==> src/rtl/serial_adder_ctrl_if.sv <==
`default_nettype none
// +----------------------------------------------------------------------------+
// | Module   : serial_adder_ctrl_if                                            |
// | Brief    : Request/result bundle for the bit-serial adder controller.      |
// | Revision : 1.0                                                             |
// +----------------------------------------------------------------------------+
interface serial_adder_ctrl_if #(
    parameter int W = 8
) ();
    logic         start;
    logic [W-1:0] a;
    logic [W-1:0] b;
    logic         cin;
    logic [W-1:0] sum;
    logic         cout;
    logic         busy;
    logic         done;

    modport master (
        output start, a, b, cin,
        input  sum, cout, busy, done
    );

    modport slave (
        input  start, a, b, cin,
        output sum, cout, busy, done
    );
endinterface
`default_nettype wire

==> src/rtl/serial_adder_ctrl.sv <==
`default_nettype none
// +----------------------------------------------------------------------------+
// | Module   : serial_adder_ctrl (+ full_adder_struct)                         |
// | Brief    : W-bit adder that reuses one full adder over W cycles, LSB first.|
// | Revision : 1.0                                                             |
// +----------------------------------------------------------------------------+

module full_adder_struct (
    input  wire a,
    input  wire b,
    input  wire cin,
    output wire sum,
    output wire cout
);
    wire w_axb;
    wire w_ab;
    wire w_cx;

    xor u_x1 (w_axb, a, b);
    xor u_x2 (sum, w_axb, cin);
    and u_a1 (w_ab, a, b);
    and u_a2 (w_cx, cin, w_axb);
    or  u_o1 (cout, w_ab, w_cx);
endmodule

module serial_adder_ctrl #(
    parameter int W = 8
) (
    input  logic                clk,
    input  logic                rst_n,
    serial_adder_ctrl_if.slave  bus
);
    localparam int CW = $clog2(W) + 1;

    localparam logic [1:0]    c_s_idle  = 2'd0;
    localparam logic [1:0]    c_s_run   = 2'd1;
    localparam logic [1:0]    c_s_done  = 2'd2;
    localparam logic [CW-1:0] c_cnt_one = CW'(1);
    localparam logic [CW-1:0] c_cnt_end = CW'(W - 1);

    logic [1:0]    r_state;
    logic [1:0]    w_state_nxt;
    logic [W-1:0]  r_sh_a;
    logic [W-1:0]  r_sh_b;
    logic [W-1:0]  r_sh_s;
    logic [W-1:0]  w_sh_s_nxt;
    logic          r_carry;
    logic [CW-1:0] r_cnt;
    logic [W-1:0]  r_sum;
    logic          r_cout;
    logic          w_fa_sum;
    logic          w_fa_cout;
    logic          w_last;

    full_adder_struct u_fa (
        .a    (r_sh_a[0]),
        .b    (r_sh_b[0]),
        .cin  (r_carry),
        .sum  (w_fa_sum),
        .cout (w_fa_cout)
    );

    assign w_last = (r_cnt == c_cnt_end);

    // The sum bit enters at the MSB so that after W shifts bit 0 sits at the LSB.
    generate
        if (W == 1) begin : g_w1
            assign w_sh_s_nxt = w_fa_sum;
        end else begin : g_wn
            assign w_sh_s_nxt = {w_fa_sum, r_sh_s[W-1:1]};
        end
    endgenerate

    always_ff @(posedge clk or negedge rst_n) begin
        if (!rst_n) begin
            r_state <= c_s_idle;
        end else begin
            r_state <= w_state_nxt;
        end
    end

    always_comb begin
        w_state_nxt = r_state;
        case (r_state)
            c_s_idle: if (bus.start) w_state_nxt = c_s_run;
            c_s_run:  if (w_last)    w_state_nxt = c_s_done;
            c_s_done:                w_state_nxt = c_s_idle;
            default:                 w_state_nxt = c_s_idle;
        endcase
    end

    always_comb begin
        bus.busy = 1'b0;
        bus.done = 1'b0;
        case (r_state)
            c_s_run:  bus.busy = 1'b1;
            c_s_done: bus.done = 1'b1;
            default: ;
        endcase
    end

    // Result registers are written only on the final bit so they hold steady during RUN.
    always_ff @(posedge clk or negedge rst_n) begin
        if (!rst_n) begin
            r_sh_a  <= '0;
            r_sh_b  <= '0;
            r_sh_s  <= '0;
            r_carry <= 1'b0;
            r_cnt   <= '0;
            r_sum   <= '0;
            r_cout  <= 1'b0;
        end else begin
            case (r_state)
                c_s_idle: begin
                    if (bus.start) begin
                        r_sh_a  <= bus.a;
                        r_sh_b  <= bus.b;
                        r_carry <= bus.cin;
                        r_cnt   <= '0;
                    end
                end
                c_s_run: begin
                    r_carry <= w_fa_cout;
                    r_sh_a  <= r_sh_a >> 1;
                    r_sh_b  <= r_sh_b >> 1;
                    r_sh_s  <= w_sh_s_nxt;
                    r_cnt   <= r_cnt + c_cnt_one;
                    if (w_last) begin
                        r_sum  <= w_sh_s_nxt;
                        r_cout <= w_fa_cout;
                    end
                end
                default: ;
            endcase
        end
    end

    assign bus.sum  = r_sum;
    assign bus.cout = r_cout;
endmodule
`default_nettype wire

==> src/flat_wrapper.sv <==
// flat-port wrapper written by rule: the top's interface ports become plain ports
module serial_adder_ctrl_flat 
#(
    parameter int W = 8
)
  (clk, rst_n, bus_start, bus_a, bus_b, bus_cin, bus_sum, bus_cout, bus_busy, bus_done);
  serial_adder_ctrl_if #(.W(W)) bus_i ();
  input  logic clk;
  input  logic rst_n;
  input wire logic [$bits(bus_i.start)-1:0] bus_start;
  input wire logic [$bits(bus_i.a)-1:0] bus_a;
  input wire logic [$bits(bus_i.b)-1:0] bus_b;
  input wire logic [$bits(bus_i.cin)-1:0] bus_cin;
  output wire logic [$bits(bus_i.sum)-1:0] bus_sum;
  output wire logic [$bits(bus_i.cout)-1:0] bus_cout;
  output wire logic [$bits(bus_i.busy)-1:0] bus_busy;
  output wire logic [$bits(bus_i.done)-1:0] bus_done;
  assign bus_i.start = bus_start;
  assign bus_i.a = bus_a;
  assign bus_i.b = bus_b;
  assign bus_i.cin = bus_cin;
  assign bus_sum = bus_i.sum;
  assign bus_cout = bus_i.cout;
  assign bus_busy = bus_i.busy;
  assign bus_done = bus_i.done;
  serial_adder_ctrl #(.W(W)) u_core (.clk(clk), .rst_n(rst_n), .bus(bus_i));
endmodule
==> config.mk <==
export PLATFORM = sky130hd
export DESIGN_NAME = serial_adder_ctrl_flat
export DESIGN_NICKNAME = d
export VERILOG_FILES = /design/src/rtl/serial_adder_ctrl_if.sv /design/src/rtl/serial_adder_ctrl.sv /design/src/flat_wrapper.sv
export SDC_FILE = /design/constraint.sdc
export NUM_CORES = 1
export LEC_CHECK = 0
export ABC_AREA = 1
export BUFFER_PORTS_ARGS = -buffer_cell sky130_fd_sc_hd__buf_4
export CORE_ASPECT_RATIO = 0.5
export CORE_MARGIN = 1
export CORE_UTILIZATION = 55
export DETAILED_ROUTE_END_ITERATION = 10
export GPL_TIMING_DRIVEN = 1
export PLACE_DENSITY_LB_ADDON = 0.1
export SLEW_MARGIN = 20
export SYNTH_ARGS = -nofsm -noshare
export SYNTH_HDL_FRONTEND = slang
export SYNTH_HIERARCHICAL = 1
export SYNTH_SLANG_ARGS = --single-unit
==> constraint.sdc <==
create_clock -name clk -period 1.8 [get_ports clk]
set_input_delay 0.18 -clock clk [delete_from_list [all_inputs] [get_ports clk]]
set_output_delay 0.18 -clock clk [all_outputs]
set_load 0.02 [all_outputs]
# [Word-level counts from Yosys, hierarchy flattened]
# Cells that the tools add are included.
[word_totals] register_bits=40 in_bits=20 out_inout_bits=11 wordCells=37
[classes] n_addsub=1 n_eq_ne=5 n_mux=13 n_bitwise=5 reduce_logical=5
[ops] cell="$pmux W8 S2" n=2
[ops] cell="$mux W8" n=2
[ops] cell="$pmux W4 S2" n=1
[ops] cell="$reduce_and A2 Y1" n=3
[ops] cell="$add A4 B1 Y4 const B" n=1
[ops] cell="$eq A4 B3 Y1 const B" n=1
[ops] cell="$mux W2" n=2
[ops] cell="$mux W4" n=1
[ops] cell="$pmux W2 S2" n=1
[ops] cell="$mux W1" n=3
[ops] cell="$and A1 B1 Y1" n=2
[ops] cell="$eq A2 B1 Y1 const B" n=1
[ops] cell="$eq A2 B2 Y1 const B" n=1
[ops] cell="$logic_not A2 Y1" n=1
[ops] cell="$ne A2 B1 Y1 const B" n=1
[ops] cell="$ne A2 B2 Y1 const B" n=1
[ops] cell="$pmux W1 S2" n=1
[ops] cell="$reduce_bool A2 Y1" n=1
[ops] cell="$xor A1 B1 Y1" n=2
[ops] cell="$or A1 B1 Y1" n=1

# [Longest topological paths before layout]
[logic_depth] word_depth=4 ltp_mapped=6 ltp_nobuf=6

# [Modules after synthesis]
# The synthesis kept the hierarchy.
[modules_own_cells] mod="serial_adder_ctrl" instances=1 cells_per_inst=187 area_per_inst_um2=1655.3 seq_area_each_um2=975.9
[modules_own_cells] mod="full_adder_struct" instances=1 cells_per_inst=1 area_per_inst_um2=20.0 seq_area_each_um2=0.0

# [Least setup slack after synthesis]
# Ideal clock, no wire load.
[synth_path] kind="reg2reg" from="register u_core.r_cnt[0]" to="register u_core.r_sum[7], in the netlist u_core/bus.sum[7]" setup_time_ns=0.117 arrival_time_ns=0.992 t_required_ns=1.683 setup_slack_ns=0.692 path_stages_with_launch=7 path_buffers=0 period_less_slack_ns=1.108 cell_sequence="dfrtp_1 -> ha_1 -> nand2_1 -> nor2_1 -> nand2_2 -> nand2_1 -> nand2_1"
[synth_via] elab_chain_cells=2
[synth_rtl] item="start: declaration" line="serial_adder_ctrl.sv:48" rtl="logic [CW-1:0] r_cnt;"
[synth_rtl] item="start signal: assignment" line="serial_adder_ctrl.sv:127" rtl="r_cnt <= r_cnt + c_cnt_one;"
[synth_rtl] item="$eq A4 B3 Y1" line="serial_adder_ctrl.sv:63" rtl="assign w_last = (r_cnt == c_cnt_end);"
[synth_rtl] item="$reduce_and A2 Y1 (no source line)"
[synth_rtl] item="end signal: assignment" line="serial_adder_ctrl.sv:129" rtl="r_sum <= w_sh_s_nxt;"
[synth_rtl] item="end: declaration" line="serial_adder_ctrl.sv:49" rtl="logic [W-1:0] r_sum;"
# Every way passes these cells.
# A chain may end at the register's enable or synchronous reset.

# [Worst setup path after layout]
[layout_path] from="register u_core.r_state[0]" to="output bus_busy"
[layout_via] elab_chain_cells=2
[layout_rtl] item="start: declaration" line="serial_adder_ctrl.sv:41" rtl="logic [1:0] r_state;"
[layout_rtl] item="start signal: assignment" line="serial_adder_ctrl.sv:76" rtl="r_state <= c_s_idle;"
[layout_rtl] item="start signal: assignment" line="serial_adder_ctrl.sv:78" rtl="r_state <= w_state_nxt;"
[layout_rtl] item="$eq A2 B1 Y1" line="serial_adder_ctrl.sv:95" rtl="case (r_state)"
[layout_rtl] item="$mux W1" line="serial_adder_ctrl.sv:95"
[layout_rtl] item="end: declaration" line="flat_wrapper.sv:16" rtl="output wire logic [$bits(bus_i.busy)-1:0] bus_busy;"
# Every way passes these cells.

==> results.md <==
- Status: completed
- Dpl cells: 249
- Final Hold Viols: 0
- Util after Layout: 0.750
- Via count: roughly 1.4k
- Die H: roughly 41 um
- Final setup violation count: 0
- Final Cell Area: ~0.002 sq mm
- Worst path slowest cell: dfrtp_1
- DP Area: between 0.0015 and 0.002 sq mm
- Power per cell area: 1750 mW/mm^2
- Leakage power: roughly 1.0 nW
- Non-filler cells, final: 258
- Yosys top cell area share: 0.583
- Number of buffers created by CTS: 5
- Final period utilization: 0.791
- Power, Total: approximately 3.6 mW
- Post-Syn Nets: 210
- First-pass GRT wire length: 5330 um
- Post-synth top flop: dfrtp_1
- Antenna diodes: 0
- Biggest area consumer among synthesized cells: dfrtp_1
- Vias in the first global route: roughly 1.2k
- CP startpoint: u_core/r_state[0]$_DFFE_PN0P_
- Crit-path max FO: 27
- EDFF count, synth: 0
- Worst Setup End Kind: primary output
- Final TNS setup: 0 ns
- FFs w/ async S/R, synth: 1.00
- Core Area: around 0.0027 sq mm
- Synth top area cells: dfrtp_1 (58%), nand2_1 (17%), nand3_1 (12%)
- Cell variety after synth: 17
- Worst slew pin tran: ~0.49 ns
- Estimated wirelength of the detail-placed design: 2060 um
- Reg2Reg Capture Point: u_core/bus.sum[0]$_DFFE_PN0P_
- Max-cap violations: 0
- Unrepaired setup endpoints after global routing: no
- CTS sink count: 39
- CP peak stage delay: ~0.44 ns
- Tot GR Track Use: 0.235
- Most frequent cell after synthesis: nand2_1
- Mapped cell area: 0.00168 sq mm
- Antenna violations before repair: 0
- Post-DR wirelength/cell: roughly 13 um
- Worst Skew: a little under 0.008 ns
- Detail Route Antenna Nets: 0
- Mean Syn Cell Area: between 8 and 9 sq um
- CTS tree: yes
- Worst-Skew Late Latency: roughly 0.29 ns
- Die area: approximately 0.0033 sq mm
- Initial Utilization: 0.613
- Core Rows: 13
- Iteration-0 DRC Markers: between 50 and 60
- Worst rel slew slack: 0.677
- DR DRC count: 0
- Worst Setup EP: bus_busy
- Worst Setup Start Kind: register
- Clock buffer depth: 2
- Sequential element share of the synthesized area: 0.583
- CP arrival: ~1.2 ns
- R2r startpoint: u_core/r_cnt[0]$_DFFE_PN0P_
- Final Max Slew Viols: 0
- Die Wd: roughly 80 um
- Min-delay worst type: in -> reg
- Layout cell share with drive strength beyond 1: 0.208
- Post-CTS Setup Repair Bufs: 0
- 1st-pass router iterations: 4
- Achievable frequency: about 0.7 GHz
- P&R area growth vs syn: 22.3%
- Clk Tree Root Cell: clkbuf_8
- Global placement routability congestion: around 0.77
- IR Drop Worst-Case VDD: slightly above 900 uV
- Crit-path cells: nand2_2 > inv_4 > buf_4
- R2r setup slk: ~0.53 ns
- Tmin final: about 1.4 ns
- YS warnings: 6
- Mapped Cells: roughly 190
- Worst Reg-to-Reg Cells: 6
- I/O Buffers: 30
- Worst Path Required: roughly 1.6 ns
- CTS HTree Levels: 2
- Worst-path clk slew: roughly 0.07 ns
- # nets final: 242
- FF+latch count, synth: 39
- Final wirelength: between 3000 and 4000 um
- IO Pins: 31
- Pin count of the biggest net entering global routing: 40
- Total congestion overflow: 0
- WS Path Type: reg -> out
- DR vias/cell: roughly 5.4
- Synth top cells by count: nand2_1 (76), dfrtp_1 (39), nand3_1 (39), o21ai_0 (8), buf_2 (5)
- Post-cts resize count: 0
[through the flow]
step | setup WS, ns | hold WS [ns]
4_1_cts | 0.352 | 0.0846
5_1_grt | 0.314 | 0.0982
2_1_floorplan | 0.692 | -0.116
3_3_place_gp | 0.588 | 0.175
6_report | 0.376 | 0.0883
3_5_place_dp | 0.527 | 0.179
[critical path: cells and delay by family (launching register included)]
kind	cells	cell delay, ns
and+or+nand+nor	1	0.10
buffers and inverters	2	0.42
DFF	1	0.44
[cells by family (layout without fill, tap and decap cells)]
family / after synthesis / after routing / synth area share
AO/OA/AOI/OAI: 9 / 9 / 0.0284
adder cells (fa/ha/maj): 2 / 2 / 0.0194
buffers and inverters: 14 / 47 / 0.0478
flip-flops: 39 / 39 / 0.583
AND/OR/NAND/NOR: 124 / 124 / 0.322
[routing by layer]
metal	part of all wire	global-route usage	vias up
met4	0.0042	0.0714	0
li1	-	-	674
met3	0.054	0.0822	2
met1	0.45	0.282	665
met2	0.49	0.419	40
met5	0	0	-
[worst min path at each step]
stage | from | end | slack [ns] | depth (start not counted)
after floorplan | rst_n | u_core/bus.cout$_DFFE_PN0P_ | -0.12 | 0
after global placement | rst_n | u_core/bus.sum[0]$_DFFE_PN0P_ | 0.17 | 1
after detailed placement | rst_n | u_core/r_sh_s[2]$_DFFE_PN0P_ | 0.18 | 1
after CTS | bus_b[7] | u_core/r_sh_b[7]$_DFFE_PN0P_ | 0.08 | 3
after global routing | bus_a[0] | u_core/r_sh_a[0]$_DFFE_PN0P_ | 0.1 | 3
final | bus_b[7] | u_core/r_sh_b[7]$_DFFE_PN0P_ | 0.09 | 3
[layout by cell type (no fill, tap or decap), types with 3 or more instances in the layout]
cell | Yosys | final
nand2_1 | 76 | 76
nand3_1 | 39 | 39
inv_1 | 4 | 4
clkbuf_8 | 0 | 5
nand2_2 | 3 | 3
buf_4 | 1 | 32
dfrtp_1 | 39 | 39
nor2_1 | 3 | 3
o21ai_0 | 8 | 8
[sequential cells by signal, indices dropped and copies added, names as in the netlist]
| register | count |
|---|---|
| u_core/bus.sum | 8 |
| u_core/r_sh_a | 8 |
| u_core/r_sh_b | 8 |
| u_core/r_sh_s | 7 |
| u_core/r_cnt | 4 |
| u_core/r_state | 2 |
| u_core/bus.cout | 1 |
| u_core/r_carry | 1 |
[cell type report]
type | count | area (sq um)
Tap cell | 37 | 46.3
Clock buffer | 6 | 72.6
Inverter | 6 | 25.0
Fill cell | 213 | 683
Multi-Input combinational cell | 135 | 619
Timing Repair Buffer | 33 | 250
Sequential cell | 39 | 976
Clock inverter | 2 | 60.1
[power breakdown]
group | switching [mW] | internal (mW)
logic | 0.775 | 0.474
clock network | 0.290 | 0.554
registers | 0.251 | 1.25
[timing repair]
item | CTS | global route
setup endpoints to repair | 0 | 0
endpoints found under the hold margin | 39 | 0
hold buffers | 1 | 0
No activity file was read; power rests on OpenSTA's default activity.
